===== src/rtl/arb_pkg.sv =====
// Shared types and constants for the 4-requester arbiter.
// Holds the FSM state encoding, sizing constants and a vector rotation helper.
package arb_pkg;

    localparam int unsigned NUM_REQ = 4;
    localparam int unsigned CNT_W   = 4;

    typedef enum logic [1:0] {
        IDLE    = 2'd0,
        GRANT   = 2'd1,
        RELEASE = 2'd2
    } arb_state_e;

    // Rotate so that result[k] = v[(k + sh) mod 4].
    function automatic logic [NUM_REQ-1:0] rotate_down(input logic [NUM_REQ-1:0] v,
                                                       input logic [1:0] sh);
        logic [NUM_REQ-1:0] r;
        logic [1:0]         idx;
        r = 4'b0000;
        for (int k = 0; k < NUM_REQ; k++) begin
            idx  = 2'(k) + sh;
            r[k] = v[idx];
        end
        return r;
    endfunction

endpackage


===== src/rtl/req_arbiter4_if.sv =====
// Request/grant bundle between four requesters and the arbiter.
// master = requester side, slave = arbiter side.
interface req_arbiter4_if;
    import arb_pkg::*;

    logic [NUM_REQ-1:0] req;
    logic               done;
    logic [NUM_REQ-1:0] gnt;
    logic [1:0]         gnt_id;
    logic               gnt_valid;
    logic               timeout;

    modport master (
        output req, done,
        input  gnt, gnt_id, gnt_valid, timeout
    );

    modport slave (
        input  req, done,
        output gnt, gnt_id, gnt_valid, timeout
    );

endinterface


===== src/rtl/arb_pick4.sv =====
// Combinational highest-index-first picker over a 4-bit request vector.
// Returns a one-hot winner, its binary index and an any-request flag.
module arb_pick4
    import arb_pkg::*;
(
    input  logic [NUM_REQ-1:0] req_vec,
    output logic [NUM_REQ-1:0] one_hot,
    output logic [1:0]         win_idx,
    output logic               any_valid
);

    // Priority encode, index 3 strongest.
    always_comb begin
        one_hot   = 4'b0000;
        win_idx   = 2'd0;
        any_valid = |req_vec;
        if (req_vec[3]) begin
            one_hot = 4'b1000;
            win_idx = 2'd3;
        end else if (req_vec[2]) begin
            one_hot = 4'b0100;
            win_idx = 2'd2;
        end else if (req_vec[1]) begin
            one_hot = 4'b0010;
            win_idx = 2'd1;
        end else if (req_vec[0]) begin
            one_hot = 4'b0001;
            win_idx = 2'd0;
        end else begin
            one_hot = 4'b0000;
            win_idx = 2'd0;
        end
    end

endmodule


===== src/rtl/req_arbiter4.sv =====
// Four-way request arbiter with bounded grant tenure and a one-cycle dead time.
// Define ARB_ROUND_ROBIN_EN for round-robin selection; otherwise fixed priority 3>2>1>0.
module req_arbiter4
    import arb_pkg::*;
#(
    parameter int unsigned HOLD_MAX = 15
) (
    input  logic           clk,
    input  logic           rst_n,
    req_arbiter4_if.slave  bus
);

    localparam logic [CNT_W-1:0] CNT_LAST = CNT_W'(HOLD_MAX - 1);

    arb_state_e         state_r;
    logic [CNT_W-1:0]   cnt_r;
    logic [NUM_REQ-1:0] gnt_r;
    logic [1:0]         gnt_id_r;
    logic               gnt_valid_r;
    logic               timeout_r;
    logic               armed_r;

    logic [NUM_REQ-1:0] pick_vec_s;
    logic [NUM_REQ-1:0] pick_oh_s;
    logic [1:0]         pick_idx_s;
    logic               pick_any_s;
    logic [NUM_REQ-1:0] win_oh_s;
    logic [1:0]         win_idx_s;
    logic               grant_go_s;

    arb_pick4 u_pick (
        .req_vec   (pick_vec_s),
        .one_hot   (pick_oh_s),
        .win_idx   (pick_idx_s),
        .any_valid (pick_any_s)
    );

`ifdef ARB_ROUND_ROBIN_EN
    logic [1:0] ptr_r;

    // Rotating by the last winner puts requester (last-1) in the picker's top slot.
    assign pick_vec_s = rotate_down(bus.req, ptr_r);
    assign win_idx_s  = pick_idx_s + ptr_r;
    assign win_oh_s   = rotate_down(pick_oh_s, 2'd0 - ptr_r);

    // Last-grant pointer, loaded whenever a new tenure starts.
    always_ff @(posedge clk or negedge rst_n) begin
        if (!rst_n) begin
            ptr_r <= 2'd0;
        end else if (state_r == IDLE && grant_go_s) begin
            ptr_r <= win_idx_s;
        end else begin
            ptr_r <= ptr_r;
        end
    end
`else
    assign pick_vec_s = bus.req;
    assign win_idx_s  = pick_idx_s;
    assign win_oh_s   = pick_oh_s;
`endif

    // armed_r holds off the very first edge after reset release.
    assign grant_go_s = armed_r && pick_any_s;

    // Arbitration FSM with registered grant outputs.
    always_ff @(posedge clk or negedge rst_n) begin
        if (!rst_n) begin
            state_r     <= IDLE;
            cnt_r       <= CNT_W'(0);
            gnt_r       <= 4'b0000;
            gnt_id_r    <= 2'd0;
            gnt_valid_r <= 1'b0;
            timeout_r   <= 1'b0;
            armed_r     <= 1'b0;
        end else begin
            armed_r <= 1'b1;
            case (state_r)
                IDLE: begin
                    timeout_r <= 1'b0;
                    cnt_r     <= CNT_W'(0);
                    if (grant_go_s) begin
                        state_r     <= GRANT;
                        gnt_r       <= win_oh_s;
                        gnt_id_r    <= win_idx_s;
                        gnt_valid_r <= 1'b1;
                    end else begin
                        state_r <= IDLE;
                    end
                end
                GRANT: begin
                    // done or a dropped request takes precedence over the hold limit.
                    if (bus.done || !bus.req[gnt_id_r] || cnt_r == CNT_LAST) begin
                        state_r     <= RELEASE;
                        gnt_r       <= 4'b0000;
                        gnt_id_r    <= 2'd0;
                        gnt_valid_r <= 1'b0;
                        cnt_r       <= CNT_W'(0);
                        timeout_r   <= !bus.done && bus.req[gnt_id_r];
                    end else begin
                        cnt_r     <= cnt_r + CNT_W'(1);
                        timeout_r <= 1'b0;
                    end
                end
                RELEASE: begin
                    state_r   <= IDLE;
                    timeout_r <= 1'b0;
                end
                default: begin
                    state_r     <= IDLE;
                    cnt_r       <= CNT_W'(0);
                    gnt_r       <= 4'b0000;
                    gnt_id_r    <= 2'd0;
                    gnt_valid_r <= 1'b0;
                    timeout_r   <= 1'b0;
                end
            endcase
        end
    end

    assign bus.gnt       = gnt_r;
    assign bus.gnt_id    = gnt_id_r;
    assign bus.gnt_valid = gnt_valid_r;
    assign bus.timeout   = timeout_r;

endmodule


===== src/flat_wrapper.sv =====
// flat-port wrapper written by rule: the top's interface ports become plain ports
module req_arbiter4_flat import arb_pkg::*;
#(
    parameter int unsigned HOLD_MAX = 15
)
  (clk, rst_n, bus_req, bus_done, bus_gnt, bus_gnt_id, bus_gnt_valid, bus_timeout);
  req_arbiter4_if bus_i ();
  input  logic clk;
  input  logic rst_n;
  input wire logic [$bits(bus_i.req)-1:0] bus_req;
  input wire logic [$bits(bus_i.done)-1:0] bus_done;
  output wire logic [$bits(bus_i.gnt)-1:0] bus_gnt;
  output wire logic [$bits(bus_i.gnt_id)-1:0] bus_gnt_id;
  output wire logic [$bits(bus_i.gnt_valid)-1:0] bus_gnt_valid;
  output wire logic [$bits(bus_i.timeout)-1:0] bus_timeout;
  assign bus_i.req = bus_req;
  assign bus_i.done = bus_done;
  assign bus_gnt = bus_i.gnt;
  assign bus_gnt_id = bus_i.gnt_id;
  assign bus_gnt_valid = bus_i.gnt_valid;
  assign bus_timeout = bus_i.timeout;
  req_arbiter4 #(.HOLD_MAX(HOLD_MAX)) u_core (.clk(clk), .rst_n(rst_n), .bus(bus_i));
endmodule

===== config.mk =====
export PLATFORM = sky130hd
export DESIGN_NAME = req_arbiter4_flat
export DESIGN_NICKNAME = d
export VERILOG_FILES = /design/src/rtl/arb_pkg.sv /design/src/rtl/req_arbiter4_if.sv /design/src/rtl/arb_pick4.sv /design/src/rtl/req_arbiter4.sv /design/src/flat_wrapper.sv
export SDC_FILE = /design/constraint.sdc
export NUM_CORES = 1
export LEC_CHECK = 0
export BUFFER_PORTS_ARGS = -buffer_cell sky130_fd_sc_hd__buf_2
export CAP_MARGIN = 20
export CORE_MARGIN = 8
export CORE_UTILIZATION = 35
export CTS_CLUSTER_SIZE = 10
export DETAILED_ROUTE_END_ITERATION = 6
export GPL_ROUTABILITY_DRIVEN = 0
export SLEW_MARGIN = 0
export SYNTH_ARGS = -nofsm -noshare
export SYNTH_HDL_FRONTEND = slang
export SYNTH_SLANG_ARGS = --single-unit
export TNS_END_PERCENT = 1

===== constraint.sdc =====
create_clock -name clk -period 1.54 [get_ports clk]
set_clock_uncertainty 0.1 [all_clocks]
set_input_delay 0.231 -clock clk [delete_from_list [all_inputs] [get_ports clk]]
set_output_delay 0.231 -clock clk [all_outputs]
set_load 0.02 [all_outputs]

==> run_results.csv, run 1 <==
group,metric,value,unit
timing,final-hold-violation-count,0,
synth,syn_area,751,sq um
layout,syn_to_final_growth,34.0,%
worst_setup_path,critPathLaunchType,"flop",
hold_path,hold_start,"bus_req[3]",
die,fp.dieArea,3880,sq um
global_route,first_global_vias,726,
die,initial_utilization,37.5,%
layout,num_antenna_cells,0,
worst_setup_path,reg2reg_to,"u_core.state_r[1]",
routing,wire_per_inst,14.6,um
pwr,p_int,0.974,mW
layout,stdcell_count,128,
timing,setup_viol,8,
pwr,swShare,39.8,%
synth,synthCells,71,
routing,wl,1870,um
synth,synth-edff-count,0,
timing,period_minus_slack,1.58,ns
timing,rsz0062_at_grt,"yes",
timing,fmax,0.635,GHz
clock_tree,cts_tree,"yes",
pwr,p_seq_share,38.5,%
placed_design,place_hpwl,1440,um
worst_setup_path,crit_fanout,8,
layout,final_nets,111,
layout,drive_gt1_share,39.6,%
global_route,grt_usage,9.53,%
synth,synth_area_leaders,"dfrtp_1 50%, nor2_1 3.5%, a21oi_1 3.3%, ha_1 3.3%, a211oi_1 3.0%",
pwr,p_leak,0.478,nW
synth,synth-seq-cells,15,
die,io_pins,15,
synth,synthFlopType,"dfrtp_1",
hold_path,hold_path_depth,4,
global_route,grt_pass1_wl,3020,um
clock_tree,root_buffer,"clkbuf_4",
synth,syn_avg_cell_area,10.6,sq um
run,drv_cap,0,
routing,drc,0,
layout,n_fill_cell,204,
clock_tree,clkSlewWorstSetupHoldPaths,0.09,ns
hold_path,hp-class,"input port to flop",
timing,period_share,102,%
placed_design,place_inst,123,
routing,antenna_left,0,
worst_setup_path,cp.required,1.66,ns
placed_design,numPortBuffers,14,
synth,syn-num-nets,80,
worst_setup_path,path_class,"flop to flop",
synth,ys_warn_count,0,
outcome,violations,"negative setup slack",
hold_path,holdPathEnd,"u_core.bus.gnt[1]",
clock_tree,cts_buffers,3,
pwr,pwr-share-comb,47.7,%
layout,finalCoreUtilization,50.2,%
worst_setup_path,regToRegSetupSlack,-0.04,ns
global_route,grt_max_degree,16,
die,rows,16,
pwr,peakVddDrop,0.726,mV
clock_tree,htreeDepth,1,
die,die_h,62.3,um
die,core_area,2000,sq um
outcome,outcome,"complete, but fails checks",
synth,ys_types,31,
routing,vias,672,
worst_setup_path,rr_startpoint,"u_core.bus.gnt_id[1]",
die,die_w,62.3,um
worst_setup_path,r2r_cells,4,
clock_tree,clock_latency,0.28,ns
worst_setup_path,critPathCaptureType,"flop",
routing,drt-initial-drc-count,28,
global_route,grt_remaining_overflow,0,
synth,async_reset_ff_share,100,%
timing,slew_viol_final,0,
pwr,switchingPower,0.643,mW
synth,synth_top_area_share,50.0,%
global_route,antenna_found_initial,0,
worst_setup_path,arrival,1.69,ns
pwr,clkPwrFrac,13.9,%
timing,setup_ws,-0.0354,ns
routing,drt_pass1_iterations,4,
clock_tree,cts_buffer_depth,2,
routing,routed_via_density,5.25,
pwr,cellPowerDensity,1610,nW/um^2
synth,yosysTopAreaCell,"dfrtp_1",
synth,yosysSeqAreaShare,50.0,%
timing,hold_ws,0.218,ns
clock_tree,clock_sinks,15,
[repair_timing]
item | CTS | global route
buffers inserted | 0 | 0
hold endpoints to repair | 15 | 0
hold buffers | 1 | 0
setup endpoints to repair | 11 | 11
gates resized for setup | 6 | 2
pin swaps | 2 | 1
[layer usage]
metal | track usage [%] | vias up | wire length, um | part of all wire (%)
met4 | 5.13 | 0 | 50 | 2.7
met2 | 16.0 | 15 | 921 | 49
met1 | 10.1 | 334 | 816 | 44
li1 | - | 317 | - | -
met3 | 3.58 | 6 | 77 | 4.1
met5 | 0 | - | 0 | 0
[critical path: stages (launching register included)]
cell	delay, ns
dfrtp_2	0.43
mux2_4	0.31
a22o_4	0.27
a21boi_4	0.25
and2b_1	0.16
[cells by family after synthesis]
group	Yosys count	synth area share [%]
AOI/OAI and AO/OA	20	19.2
adders and majority gates	2	3.33
buffers and inverters	3	1.50
DFF	15	50.0
muxes	3	4.83
other	1	0.500
and+or+nand+nor	27	20.7
[state kept, by name (all words and copies together), names as in the netlist]
signal,cells
u_core.bus.timeout,1
u_core.state_r,2
u_core.bus.gnt,4
u_core.cnt_r,4
u_core.bus.gnt_valid,1
u_core.armed_r,1
u_core.bus.gnt_id,2
[metrics by stage]
step | TNS [ns] | worst slack [ns] | area [sq um] | power [mW]
4_1_cts | -0.329 | -0.0580 | 993 | 1.62
2_1_floorplan | -0.000719 | -0.000719 | 752 | 1.04
3_5_place_dp | -0.315 | -0.0939 | 938 | 1.36
3_3_place_gp | -0.0180 | -0.0180 | 938 | 1.33
6_report | -0.146 | -0.0354 | 1010 | 1.62
5_1_grt | -0.640 | -0.0909 | 1010 | 1.73
[cell type report]
type | instances | area (sq um) | area share, %
repair buffers | 26 | 163 | 16.2
well taps | 27 | 33.8 | 3.36
multi-input cells | 53 | 394 | 39.2
clock buffers | 4 | 26.3 | 2.61
inverters | 3 | 11.3 | 1.12
flip-flops and latches | 15 | 378 | 37.6
[power by group through the flow]
| stage | Sequential [mW] | Clock [mW] | Combinational [mW] |
|---|---|---|---|
| after floorplan | 0.719 | 0 | 0.323 |
| after global placement | 0.606 | 0 | 0.723 |
| after detailed placement | 0.617 | 0 | 0.740 |
| after CTS | 0.617 | 0.235 | 0.773 |
| after global routing | 0.636 | 0.250 | 0.843 |
| final | 0.622 | 0.224 | 0.771 |
[how the worst max path moves through the flow]
stage               slack (ns)                 start                 to  depth (start not counted)
finish                   -0.04  u_core.bus.gnt_id[1]  u_core.state_r[1]                          4
global route             -0.09  u_core.bus.gnt_id[1]  u_core.state_r[1]                          4
CTS                      -0.06  u_core.bus.gnt_id[1]  u_core.state_r[1]                          4
detailed placement       -0.09     u_core.state_r[1]    u_core.cnt_r[2]                          4
global placement         -0.02  u_core.bus.gnt_id[1]  u_core.bus.gnt[1]                          4
floorplan              -0.0007  u_core.bus.gnt_id[1]  u_core.bus.gnt[1]                          4
[Yosys cell counts (2+ instances only)]
library cell and number:
o21ai_0 4, nand2_1 6, or3_1 2, a21oi_1 5, nand3_1 3, dfrtp_1 15, ha_1 2, a211oi_1 3
inv_1 3, nor2_1 7
[placed cells by master, fill, tap and decap left out, types with 2 or more instances in the layout]
cell / instances
nand3_1: 2
o21ai_0: 3
a211oi_1: 3
buf_2: 14
dfrtp_1: 13
buf_4: 11
dfrtp_2: 2
ha_1: 2
nand2_1: 6
a21oi_1: 5
nor2_1: 7
clkbuf_4: 3
or3_1: 2
inv_1: 3
Note: power is estimated with default switching activity, not from simulation.
==> run 2, diff against run 1 <==
Settings changed: HOLD_SLACK_MARGIN set to 0.05, PLACE_DENSITY_LB_ADDON set to 0.12.
==> run 2 against run 1 <==
  * The run still ends with negative setup slack left
  * Combinational power decreased by 4.4%
  * Die area is the same
  * Maximum frequency up 1.6%
  * Critical path depth stayed put
  * Via count down 6.8%
  * Non-clock buffer count decreased by 3
  * Worst setup slack improved by 0.025 ns
==> run_results.csv, run 2 (synthesis gave the netlist of run 1 again) <==
group,metric,value,unit
outcome,outcome,"complete, but fails checks",
outcome,violations,"negative setup slack",
routing,antenna_left,0,
routing,met2WireLength,884,um
timing,final-hold-violation-count,0,
worst_setup_path,arrival,1.61,ns
clock_tree,cts_buffer_depth,2,
pwr,peakVddDrop,0.837,mV
pwr,cellPowerDensity,1620,nW/um^2
timing,setup_tns,-0.0353,ns
layout,multi_input_area,388,sq um
layout,num_antenna_cells,0,
die,initial_utilization,37.5,%
global_route,grt_max_degree,16,
routing,wl_met1,792,um
worst_setup_path,path_class,"flop to flop",
routing,drc,0,
global_route,grt_usage,9.36,%
timing,period_minus_slack,1.55,ns
worst_setup_path,cp.required,1.60,ns
pwr,p_leak,0.467,nW
clock_tree,cts_tree,"yes",
timing,rsz0062_at_grt,"yes",
clock_tree,cts_buffers,3,
layout,layout_common_cells,"14 x buf_2, 14 x dfrtp_1, 8 x buf_4",
worst_setup_path,crit_fanout,8,
global_route,grt_remaining_overflow,0,
placed_design,dpl_cell_area,908,sq um
hold_path,hp-class,"input port to flop",
run,drv_cap,0,
timing,setup_ws,-0.0102,ns
clock_tree,clock_latency,0.28,ns
placed_design,place_hpwl,1330,um
timing,slew_viol_final,0,
routing,drt-initial-drc-count,7,
layout,area.sequential,377,sq um
layout,final_nets,108,
worst_setup_path,critPathCaptureType,"flop",
clock_tree,clkSlewWorstSetupHoldPaths,0.09,ns
global_route,antenna_found_initial,0,
clock_tree,htreeDepth,1,
die,fp.dieArea,3880,sq um
layout,drive_gt1_share,36.7,%
worst_setup_path,critPathLaunchType,"flop",
die,die_w,62.3,um
timing,fmax,0.645,GHz
routing,routed_via_density,5.01,
routing,wl,1730,um
die,core_area,2000,sq um
hold_path,hold_start,"bus_req[1]",
die,rows,16,
placed_design,numPortBuffers,14,
routing,vias,626,
layout,n_fill_cell,215,
routing,wire_per_inst,13.9,um
placed_design,post-place-ws,-0.0528,ns
routing,drt_pass1_iterations,4,
routing,wl_met3,41,um
timing,period_share,101,%
layout,fin_area,977,sq um
layout,syn_to_final_growth,30.2,%
worst_setup_path,rr_startpoint,"u_core.bus.gnt_id[1]",
die,io_pins,15,
global_route,grt_pass1_wl,3020,um
worst_setup_path,critPathLaunch,"u_core.bus.gnt_id[1]",
routing,highest_layer,"met4",
clock_tree,root_buffer,"clkbuf_4",
global_route,first_global_vias,694,
clock_tree,clock_sinks,15,
die,die_h,62.3,um
timing,setup_viol,5,
-- run 2: per-stage QoR --
stage / utilization, % / cells / hold slack (ns) / power, mW
final: 48.8 / 125 / 0.137 / 1.58
after global routing: 48.8 / 125 / 0.170 / 1.70
after CTS: 47.9 / 124 / 0.131 / 1.58
after detailed placement: 45.4 / 119 / 0.0540 / 1.32
after global placement: 45.4 / 119 / 0.0598 / 1.31
after floorplan: - / 71 / -0.165 / 1.04
-- run 2: final cells by class --
type                       count  share of cell area (%)
tap                           27                    3.46
timing repair buffer          23                    14.3
inverter                       3                    1.15
clock buffer                   3                    2.30
clock inverter                 1                   0.512
multi-input combinational     53                    39.7
sequential                    15                    38.5
-- run 2: critical path, stage by stage, from the launching register on --
cell and delay [ns]:
dfrtp_2 0.43, mux2_4 0.31, a22o_4 0.26, a21boi_4 0.23, a211oi_1 0.09
-- run 2: worst paths after layout --
check                                  endpoint  slack, ns  cells after the start
max                           u_core.bus.gnt[0]      -0.01                      4
min                           u_core.bus.gnt[1]       0.14                      3
max reg2reg                   u_core.bus.gnt[0]      -0.01                      4
min reg2reg                     u_core.cnt_r[3]       0.43                      1
max in group asynchronous  u_core.bus.gnt_id[1]       0.76                      2
min in group asynchronous     u_core.bus.gnt[1]       0.31                      2
-- run 2: routing by layer --
layer | global-route usage, % | vias to the layer above
met3 | 1.79 | 2
met5 | 0 | -
met1 | 10.4 | 301
met4 | 4.27 | 0
met2 | 16.7 | 10
li1 | - | 313
-- run 2: repair_timing --
| action | 4_1_cts | 5_1_grt |
|---|---|---|
| endpoints found under the setup margin | 9 | 12 |
| hold buffers | 1 | 0 |
| pin swaps | 1 | 2 |
| gates resized for setup | 4 | 3 |
| buffers inserted | 0 | 1 |
| hold endpoints to repair | 15 | 0 |
-- run 2: where the power goes --
group	leakage (nW)	internal, mW	total (mW)	switching, mW
Combinational	0.253	0.350	0.737	0.387
Sequential	0.196	0.508	0.625	0.117
Clock	0.0177	0.0962	0.218	0.122
==> run 3, diff against run 2 <==
==> constraint.sdc (replaced) <==
create_clock -name clk -period 1.54 [get_ports clk]
set_clock_uncertainty 0.1 [all_clocks]
set_input_delay 0.154 -clock clk [delete_from_list [all_inputs] [get_ports clk]]
set_output_delay 0.154 -clock clk [all_outputs]
set_load 0.02 [all_outputs]
==> run 3 against run 2 <==
  * Final cell count down 0.80%
  * Sequential share of layout area is 0.53 points higher
  * The run still ends with negative setup slack left
  * Power is 1.7% lower
  * First-iteration DRC count is 14% higher
  * Core utilization shrank 0.50 points
  * Register-to-register slack about the same
  * Final area decreased by 1.0%
  * Largest power group unchanged
==> run_results.csv, run 3 (synthesis gave the netlist of run 1 again) <==
group,metric,value,unit
timing,period_share,101,%
timing,setup_ws,-0.0195,ns
global_route,grt_max_degree,16,
global_route,first_global_vias,716,
routing,wire_per_inst,12.8,um
placed_design,dpl_cell_area,901,sq um
clock_tree,cts_buffers,3,
placed_design,place_hpwl,1190,um
die,fp.dieArea,3880,sq um
pwr,swShare,39.4,%
die,die_h,62.3,um
routing,drt-initial-drc-count,8,
outcome,violations,"negative setup slack",
global_route,grt_remaining_overflow,0,
layout,num_antenna_cells,0,
timing,period_minus_slack,1.56,ns
pwr,pwr-share-comb,45.7,%
routing,vias,621,
routing,antenna_left,0,
worst_setup_path,critPathLaunchType,"flop",
global_route,grt_usage,8.76,%
timing,final-hold-violation-count,0,
worst_setup_path,critPathCaptureType,"flop",
timing,rsz0062_at_grt,"yes",
die,initial_utilization,37.5,%
worst_setup_path,cp.required,1.67,ns
global_route,antenna_found_initial,0,
layout,finalCoreUtilization,48.3,%
clock_tree,cts_tree,"yes",
pwr,clkPwrFrac,14.5,%
worst_setup_path,critPathSlowestCell,"dfrtp_2",
layout,layout_common_cells,"14 x buf_2, 13 x dfrtp_1, 7 x nor2_1",
clock_tree,clock_latency,0.28,ns
worst_setup_path,max_stage_delay,0.43,ns
pwr,cellPowerDensity,1610,nW/um^2
clock_tree,clock_sinks,15,
routing,drt_pass1_iterations,4,
hold_path,hp-class,"input port to flop",
clock_tree,cts_buffer_depth,2,
worst_setup_path,arrival,1.69,ns
layout,fin_area,967,sq um
pwr,peakVddDrop,0.783,mV
pwr,switchingPower,0.612,mW
routing,drc,0,
run,drv_cap,0,
worst_setup_path,crit_buf_inv,0,
worst_setup_path,crit_fanout,8,
pwr,p_leak,0.458,nW
layout,n_fill_cell,202,
outcome,outcome,"complete, but fails checks",
pwr,p_total,1.55,mW
pwr,p_int,0.940,mW
timing,fmax,0.641,GHz
worst_setup_path,cp_top_family,"compound AO/OA/AOI/OAI gates",
worst_setup_path,cp_cell_sequence,"mux2_4 -> a22o_4 -> a21boi_4 -> and2b_1",
pwr,p_seq_share,39.8,%
routing,routed_via_density,5.01,
worst_setup_path,regToRegSetupSlack,-0.02,ns
layout,final_nets,107,
worst_setup_path,path_class,"flop to flop",
placed_design,post-place-ws,-0.0449,ns
clock_tree,root_buffer,"clkbuf_4",
clock_tree,htreeDepth,1,
layout,syn_to_final_growth,28.8,%
die,rows,16,
clock_tree,clkSlewWorstSetupHoldPaths,0.09,ns
die,core_area,2000,sq um
layout,layout_commonest_cell,"buf_2",
clock_tree,postCtsSetupRepairBufs,0,
timing,slew_viol_final,0,
layout,drive_gt1_share,35.1,%
timing,setup_viol,5,
routing,wl,1590,um
die,die_w,62.3,um
global_route,grt_pass1_wl,2880,um
placed_design,numPortBuffers,14,
die,io_pins,15,
## run 3: changes by cell type in the layout (fill, tap and decap cells not counted)
cell and delta:
buf_4 -2, dfrtp_1 -1, dfrtp_2 +1, dlygate4sd3_1 +1
nor4b_1 +1, nor4b_2 -1, o21ai_0 +1, o21ai_1 -1
## run 3: power groups by stage
stage                     clock (mW)  sequential, mW  combinational (mW)
after detailed placement           0           0.617               0.688
after floorplan                    0           0.719               0.323
final                          0.225           0.618               0.710
after global placement             0           0.614               0.690
after global routing           0.256           0.639               0.778
after CTS                      0.238           0.616               0.722
## run 3: what timing repair did
action,4_1_cts,5_1_grt
setup endpoints to repair,9,11
pin swaps,1,3
resized for setup,5,1
hold buffers,2,0
hold endpoints to repair,16,0
## run 3: per-layer routing
| layer | up-vias | routed length, um | track usage (%) |
|---|---|---|---|
| met2 | 10 | 767 | 15.1 |
| met5 | - | 0 | 0 |
| li1 | 314 | - | - |
| met3 | 4 | 30 | 1.61 |
| met4 | 0 | 24 | 4.27 |
| met1 | 293 | 769 | 10.1 |
## run 3: path summary, 6_finish.rpt
| path | start | end | cells past startpoint |
|---|---|---|---|
| worst min-delay path | bus_req[0] | u_core.bus.gnt[0] | 3 |
| worst min register to register | u_core.bus.gnt_valid | u_core.bus.gnt_valid | 2 |
| worst max-delay path | u_core.bus.gnt_id[1] | u_core.state_r[1] | 4 |
| max in group asynchronous | rst_n | u_core.bus.gnt_id[1] | 2 |
| worst max register to register | u_core.bus.gnt_id[1] | u_core.state_r[1] | 4 |
| min in group asynchronous | rst_n | u_core.bus.gnt_valid | 2 |
## run 3: layout make-up
class                      count  area [sq um]  share of cell area [%]
clock inverter                 1          5.00                   0.517
clock buffer                   3          22.5                    2.33
timing repair buffer          22           135                    14.0
sequential                    15           378                    39.1
multi-input combinational     53           382                    39.5
tap                           27          33.8                    3.49
inverter                       3          11.3                    1.16
## run 3: worst register-to-register path, stage by stage (launching register included)
cell and delay (ns):
dfrtp_2 0.43, mux2_4 0.31, a22o_4 0.26, a21boi_4 0.24
and2b_1 0.16
## run 3: metrics by stage
stage / setup TNS, ns / instances / hold WS, ns
floorplan: -0.000719 / 71 / -0.242
global placement: -0.0647 / 118 / -0.0175
detailed placement: -0.133 / 118 / -0.0156
CTS: -0.267 / 124 / 0.104
global route: -0.606 / 124 / 0.111
finish: -0.0538 / 124 / 0.113
